===== config.mk =====
export PLATFORM = sky130hd
export DESIGN_NAME = gmii_rx_logger
export DESIGN_NICKNAME = d
export VERILOG_FILES = /design/src/rtl/gmii_rx_logger.sv
export SDC_FILE = /design/constraint.sdc
export NUM_CORES = 1
export LEC_CHECK = 0
export ABC_AREA = 1
export BUFFER_PORTS_ARGS = -buffer_cell sky130_fd_sc_hd__buf_2
export CAP_MARGIN = 20
export CORE_ASPECT_RATIO = 1.75
export CORE_UTILIZATION = 51
export DETAILED_ROUTE_END_ITERATION = 8
export PLACE_DENSITY = 0.78
export SLEW_MARGIN = 20
export SYNTH_ARGS = -nofsm -noshare
export SYNTH_HDL_FRONTEND = slang
export SYNTH_SLANG_ARGS = --single-unit
export TNS_END_PERCENT = 5

===== constraint.sdc =====
create_clock -name rx_clk -period 2.02 [get_ports rx_clk]
set_clock_uncertainty 0.15 [all_clocks]
set_input_delay 0.404 -clock rx_clk [delete_from_list [all_inputs] [get_ports rx_clk]]
set_output_delay 0.404 -clock rx_clk [all_outputs]
set_load 0.1 [all_outputs]

===== src/rtl/gmii_rx_logger.sv =====
// GMII receive-side frame logger: strips preamble/SFD, streams frame bytes to the
// log data FIFO and emits one {timestamp, flags, length} word per frame to the meta FIFO.
module gmii_rx_logger #(
  parameter int MAX_LEN = 2048,
  parameter int MIN_LEN = 64
) (
  input  logic        rx_clk,
  input  logic        reset,
  input  logic        rx_dv,
  input  logic [7:0]  rxd,
  input  logic        rx_er,
  input  logic [31:0] timestamp,
  input  logic        data_almost_full,
  input  logic        meta_full,
  output logic        log_en,
  output logic [7:0]  log_d,
  output logic        log_frame_end,
  output logic        meta_en,
  output logic [63:0] meta_d,
  output logic [15:0] frame_count,
  output logic [15:0] drop_count
);

  localparam logic [15:0] MAX_LEN_W = 16'(MAX_LEN);
  localparam logic [15:0] MIN_LEN_W = 16'(MIN_LEN);
  localparam logic [7:0]  PRE_BYTE  = 8'h55;
  localparam logic [7:0]  SFD_BYTE  = 8'hD5;

  typedef enum logic [2:0] {
    IDLE,
    PREAMBLE,
    DATA,
    DISCARD,
    FINISH
  } state_t;

  state_t      state;
  state_t      state_n;
  logic        rx_dv_prev;
  logic        rise;

  logic        wr;
  logic        wr_end;
  logic        start;
  logic        take;
  logic        set_trunc;
  logic        set_er;
  logic        fin;
  logic        drop;

  logic [7:0]  hold_p0;
  logic        vld_p0;
  logic [15:0] length;
  logic [31:0] crc;
  logic [31:0] ts_lat;
  logic        trunc_flag;
  logic        er_flag;
  logic        crc_ok;
  logic        runt;
  logic [15:0] flags;

  // Reflected CRC-32 over one byte, LSB first.
  function automatic logic [31:0] crc32_byte(input logic [31:0] c, input logic [7:0] b);
    logic [31:0] r;
    r = c ^ {24'h0, b};
    for (int k = 0; k < 8; k++) begin
      r = r[0] ? ((r >> 1) ^ 32'hEDB88320) : (r >> 1);
    end
    return r;
  endfunction

  function automatic logic [31:0] bit_rev32(input logic [31:0] v);
    logic [31:0] r;
    for (int i = 0; i < 32; i++) begin
      r[i] = v[31-i];
    end
    return r;
  endfunction

  function automatic logic [15:0] sat_inc16(input logic [15:0] v);
    return (v == 16'hFFFF) ? v : v + 16'd1;
  endfunction

  assign rise = rx_dv & ~rx_dv_prev;

  // The register runs LSB-first, so the MSB-first residue constant is matched bit-reversed.
  assign crc_ok = (bit_rev32(crc) == 32'hC704DD7B);
  assign runt   = (length < MIN_LEN_W);
  assign flags  = {12'h000, runt, trunc_flag, er_flag, crc_ok};

  always_comb begin
    state_n   = state;
    wr        = 1'b0;
    wr_end    = 1'b0;
    start     = 1'b0;
    take      = 1'b0;
    set_trunc = 1'b0;
    set_er    = 1'b0;
    fin       = 1'b0;
    drop      = 1'b0;
    unique case (state)
      IDLE: begin
        if (rise) state_n = PREAMBLE;
      end
      PREAMBLE: begin
        if (!rx_dv) begin
          state_n = IDLE;
        end else if (rxd == SFD_BYTE) begin
          if (data_almost_full || meta_full) begin
            state_n = DISCARD;
            drop    = 1'b1;
          end else begin
            state_n = DATA;
            start   = 1'b1;
          end
        end else if (rxd != PRE_BYTE) begin
          state_n = IDLE;
        end
      end
      DATA: begin
        set_er = rx_er;
        if (rx_dv) begin
          take = 1'b1;
          if (vld_p0 && !trunc_flag) begin
            wr = 1'b1;
            if (length == MAX_LEN_W) begin
              wr_end    = 1'b1;
              set_trunc = 1'b1;
            end
          end
        end else begin
          if (vld_p0 && !trunc_flag) begin
            wr     = 1'b1;
            wr_end = 1'b1;
          end
          state_n = FINISH;
        end
      end
      DISCARD: begin
        if (!rx_dv) state_n = IDLE;
      end
      FINISH: begin
        fin     = 1'b1;
        state_n = rise ? PREAMBLE : IDLE;
      end
      default: state_n = IDLE;
    endcase
  end

  always_ff @(posedge rx_clk) begin
    if (reset) begin
      state         <= IDLE;
      rx_dv_prev    <= 1'b1;
      vld_p0        <= 1'b0;
      trunc_flag    <= 1'b0;
      er_flag       <= 1'b0;
      log_en        <= 1'b0;
      log_d         <= 8'h00;
      log_frame_end <= 1'b0;
      meta_en       <= 1'b0;
      meta_d        <= 64'h0;
      frame_count   <= 16'h0000;
      drop_count    <= 16'h0000;
    end else begin
      state      <= state_n;
      rx_dv_prev <= rx_dv;
      if (start) begin
        vld_p0     <= 1'b0;
        trunc_flag <= 1'b0;
        er_flag    <= 1'b0;
      end else begin
        if (take)      vld_p0     <= 1'b1;
        if (set_trunc) trunc_flag <= 1'b1;
        if (set_er)    er_flag    <= 1'b1;
      end
      // Output stage: held byte leaves one cycle after it was captured.
      log_en        <= wr;
      log_frame_end <= wr_end;
      if (wr) log_d <= hold_p0;
      meta_en <= fin;
      if (fin) begin
        meta_d      <= {ts_lat, flags, length};
        frame_count <= frame_count + 16'd1;
      end
      if (drop) drop_count <= drop_count + 16'd1;
    end
  end

  // Capture stage: byte hold, running length and CRC.
  always_ff @(posedge rx_clk) begin
    if (start) begin
      length <= 16'h0000;
      crc    <= 32'hFFFFFFFF;
      ts_lat <= timestamp;
    end else if (take) begin
      hold_p0 <= rxd;
      length  <= sat_inc16(length);
      crc     <= crc32_byte(crc, rxd);
    end
  end

endmodule


==> metrics.csv <==
metric;value;unit
critical path endpoint category;primary output;
first-pass GRT wire length;37300;um
final total power;0.00767;W
Post-synth ARST share;0;%
worst skew pair latency;0.44;ns
final wirelength;23700;um
Yosys cell types;40;
global placement routability congestion;0.973;
Setup violations, final;0;
worst vdd ir;533;uV
hpwl dp;16200;um
crit-path cells;buf_2;
cell family with most CP delay;buffers and inverters;
antenna cell count;0;
Gate Count Post-Synth;1134;
1st-iter DRT viols;542;
RSZ-0062 raised after global routing;true;
initial antenna violation count;0;
share of layout cells above drive strength 1;19.4;%
CTS tree;done;
Cell Rows;62;
Slew @ Worst Pin;0.530;ns
maxcap violations;0;
cts bufs inserted;17;
top cell type's share of synthesized area;34.5;%
Initial Util;52.6;%
Crit path buffers/inverters;1;
wire length per cell;15.1;um
final period utilization;95.1;%
Slew HR;64.9;%
fmax;520;MHz
GRT Residual Overflow;0;
Max FO, Critical Path;6;
DRT Pass-1 Iters;5;
vias in the first global route;7879;
Synth Flop Type;dfxtp_1;
vias after detailed routing;8273;
Final Hold Vio Count;0;
Worst path max stage delay;0.48;ns
# DRC;0;
Synth Warn #;0;
worst min-delay path class;input pin to flop;
clock-pin slew on the worst setup and hold paths;0.07;ns
Die H;175;um
Total GRT Usage;27.1;%
# H-tree levels;4;
fin crit period;1.92;ns
synthesis-to-finish area growth;23.8;%
Clock Path Buffers;2;
Layout Nets;1381;
status;completed;
leakage;4.98;nW
top post-synthesis cells by area;dfxtp_1, edfxtp_1, nand2_1, nor2_1, o21ai_0;
clk sinks;190;
Setup CP Type;flop to primary output;
#FFs+latches synth;190;
area leader, netlist;dfxtp_1;
WP data arrival;1.37;ns
sequential share of the synthesized area;48.4;%
largest net degree at the start of global routing;68;
Die Area;17600;um^2
CP required;1.47;ns
Die W;101;um
I/O Buffers;140;
Slowest-stage cell, CP;buf_2;
CP Launch Type;flop;
mean post-synth cell area;7.67;um^2
antenna-violating nets left;0;
WHS;0.0144;ns
Post-synth EDFFs;40;
Synth Cell Area;8690;um^2
core footprint;16500;um^2
Root Driver;clkbuf_16;
vias per cell;5.28;
Power Density;713;nW/um^2
Slew Limit Fails;0;
I/O pins;153;
-- state kept, by name (all words and copies together), names as in the netlist --
| signal | count |
|---|---|
| log_en | 1 |
| log_frame_end | 1 |
| frame_count | 16 |
| trunc_flag | 1 |
| hold_p0 | 8 |
| rx_dv_prev | 1 |
| state | 3 |
| er_flag | 1 |
| vld_p0 | 1 |
| length | 16 |
| crc | 32 |
| log_d | 8 |
| meta_en | 1 |
| drop_count | 16 |
| meta_d | 52 |
| ts_lat | 32 |
-- final cells by class --
class,instances,area [um^2]
sequential,190,4210
fill,1415,5760
multi-input combinational,802,3880
clock inverter,15,131
inverter,101,383
tap,224,280
clock buffer,17,425
timing repair buffer,219,1450
-- metrics by stage --
stage	setup TNS (ns)	instance area, um^2	util (%)	worst slack [ns]	std cells
finish	0	10800	65.1	0.0987	1568
detailed placement	-0.0249	9830	59.5	-0.0158	1502
floorplan	-1.96	8740	-	-0.127	1145
CTS	0	10700	64.9	0.0302	1567
global route	0	10800	65.1	0.0202	1568
global placement	0	9830	59.5	0.0298	1502
-- where the power goes --
group          switching [W]  total [W]  internal, W
Combinational       0.000380   0.000588     0.000208
Sequential        0.00000580    0.00388      0.00387
Clock                0.00159    0.00320      0.00161
Total                0.00198    0.00767      0.00569
-- synthesized netlist by cell type, types with 3 or more instances --
| library cell | instances |
|---|---|
| a21oi_1 | 65 |
| buf_2 | 15 |
| buf_4 | 15 |
| buf_6 | 3 |
| clkbuf_1 | 18 |
| dfxtp_1 | 150 |
| edfxtp_1 | 40 |
| ha_1 | 4 |
| inv_1 | 97 |
| nand2_1 | 274 |
| nand2_2 | 9 |
| nand3_1 | 68 |
| nand4_1 | 14 |
| nor2_1 | 148 |
| nor2_4 | 5 |
| nor3_1 | 20 |
| nor3_2 | 3 |
| nor4_1 | 3 |
| o211ai_1 | 10 |
| o21ai_0 | 96 |
| o21bai_1 | 7 |
| or2_2 | 3 |
| xnor2_1 | 12 |
| xor2_1 | 34 |
-- path summary, 6_finish.rpt --
path | from | to | slack, ns | cells past startpoint
hold reg to reg | vld_p0$_SDFFE_PP0P_ | vld_p0$_SDFFE_PP0P_ | 0.31 | 2
setup / recovery | drop_count[4]$_SDFFE_PP0P_ | drop_count[4] | 0.1 | 1
setup reg to reg | crc[4]$_SDFFE_PP1P_ | crc[21]$_SDFFE_PP1P_ | 0.17 | 10
hold / removal | timestamp[8] | ts_lat[8]$_DFFE_PP_ | 0.01 | 1
-- worst reg2reg max path, stage by stage, from the launching register on --
cell and delay (ns):
dfxtp_1 0.35, inv_1 0.14, nand2_1 0.07, nand2_1 0.21, nand2_1 0.12, nand2_1 0.23, xor2_2 0.24, inv_1 0.08
nand2_1 0.06, nand3_1 0.09, nand2_1 0.07
-- cells in the final DEF (no fill, tap or decap), types with 4 or more instances in the layout --
| master | instances |
|---|---|
| nand2_2 | 9 |
| o21ai_0 | 96 |
| nor2_1 | 148 |
| xor2_1 | 33 |
| dfxtp_1 | 142 |
| clkbuf_16 | 17 |
| nand4_1 | 14 |
| buf_4 | 42 |
| nor3_1 | 20 |
| dlygate4sd3_1 | 31 |
| nand3_1 | 67 |
| inv_1 | 95 |
| a21oi_1 | 65 |
| nand2_1 | 274 |
| o211ai_1 | 10 |
| buf_12 | 6 |
| edfxtp_1 | 40 |
| o21bai_1 | 7 |
| conb_1 | 12 |
| nor2_4 | 5 |
| clkinvlp_4 | 4 |
| dfxtp_2 | 8 |
| buf_2 | 140 |
| xnor2_1 | 12 |
| inv_6 | 5 |
-- what timing repair did --
action,CTS,global route
hold buffers,30,1
endpoints found under the hold margin,30,1
endpoints found under the setup margin,2,27
setup buffers,3,0
resized for setup,0,8
pin swaps,1,1
-- cell families (layout without fill, tap and decap cells) --
group | count (synthesis) | in the layout | synth area share [%]
AOI/OAI and AO/OA | 183 | 183 | 11.2
xor gates and xnor gates | 46 | 46 | 4.63
adders and majority gates | 4 | 4 | 0.576
buffers and inverters | 153 | 352 | 7.74
DFF | 190 | 190 | 48.4
other | 1 | 12 | 0.0431
and+or+nand+nor | 557 | 557 | 27.4
-- metal layers --
metal | up-vias | wire (um) | GRT usage (%)
met5 | - | 0 | 0
met3 | 99 | 1370 | 5.80
li1 | 4045 | - | -
met4 | 0 | 1240 | 16.7
met2 | 330 | 12600 | 50.4
met1 | 3799 | 8510 | 26.7
No activity file was read; power rests on OpenSTA's default activity.
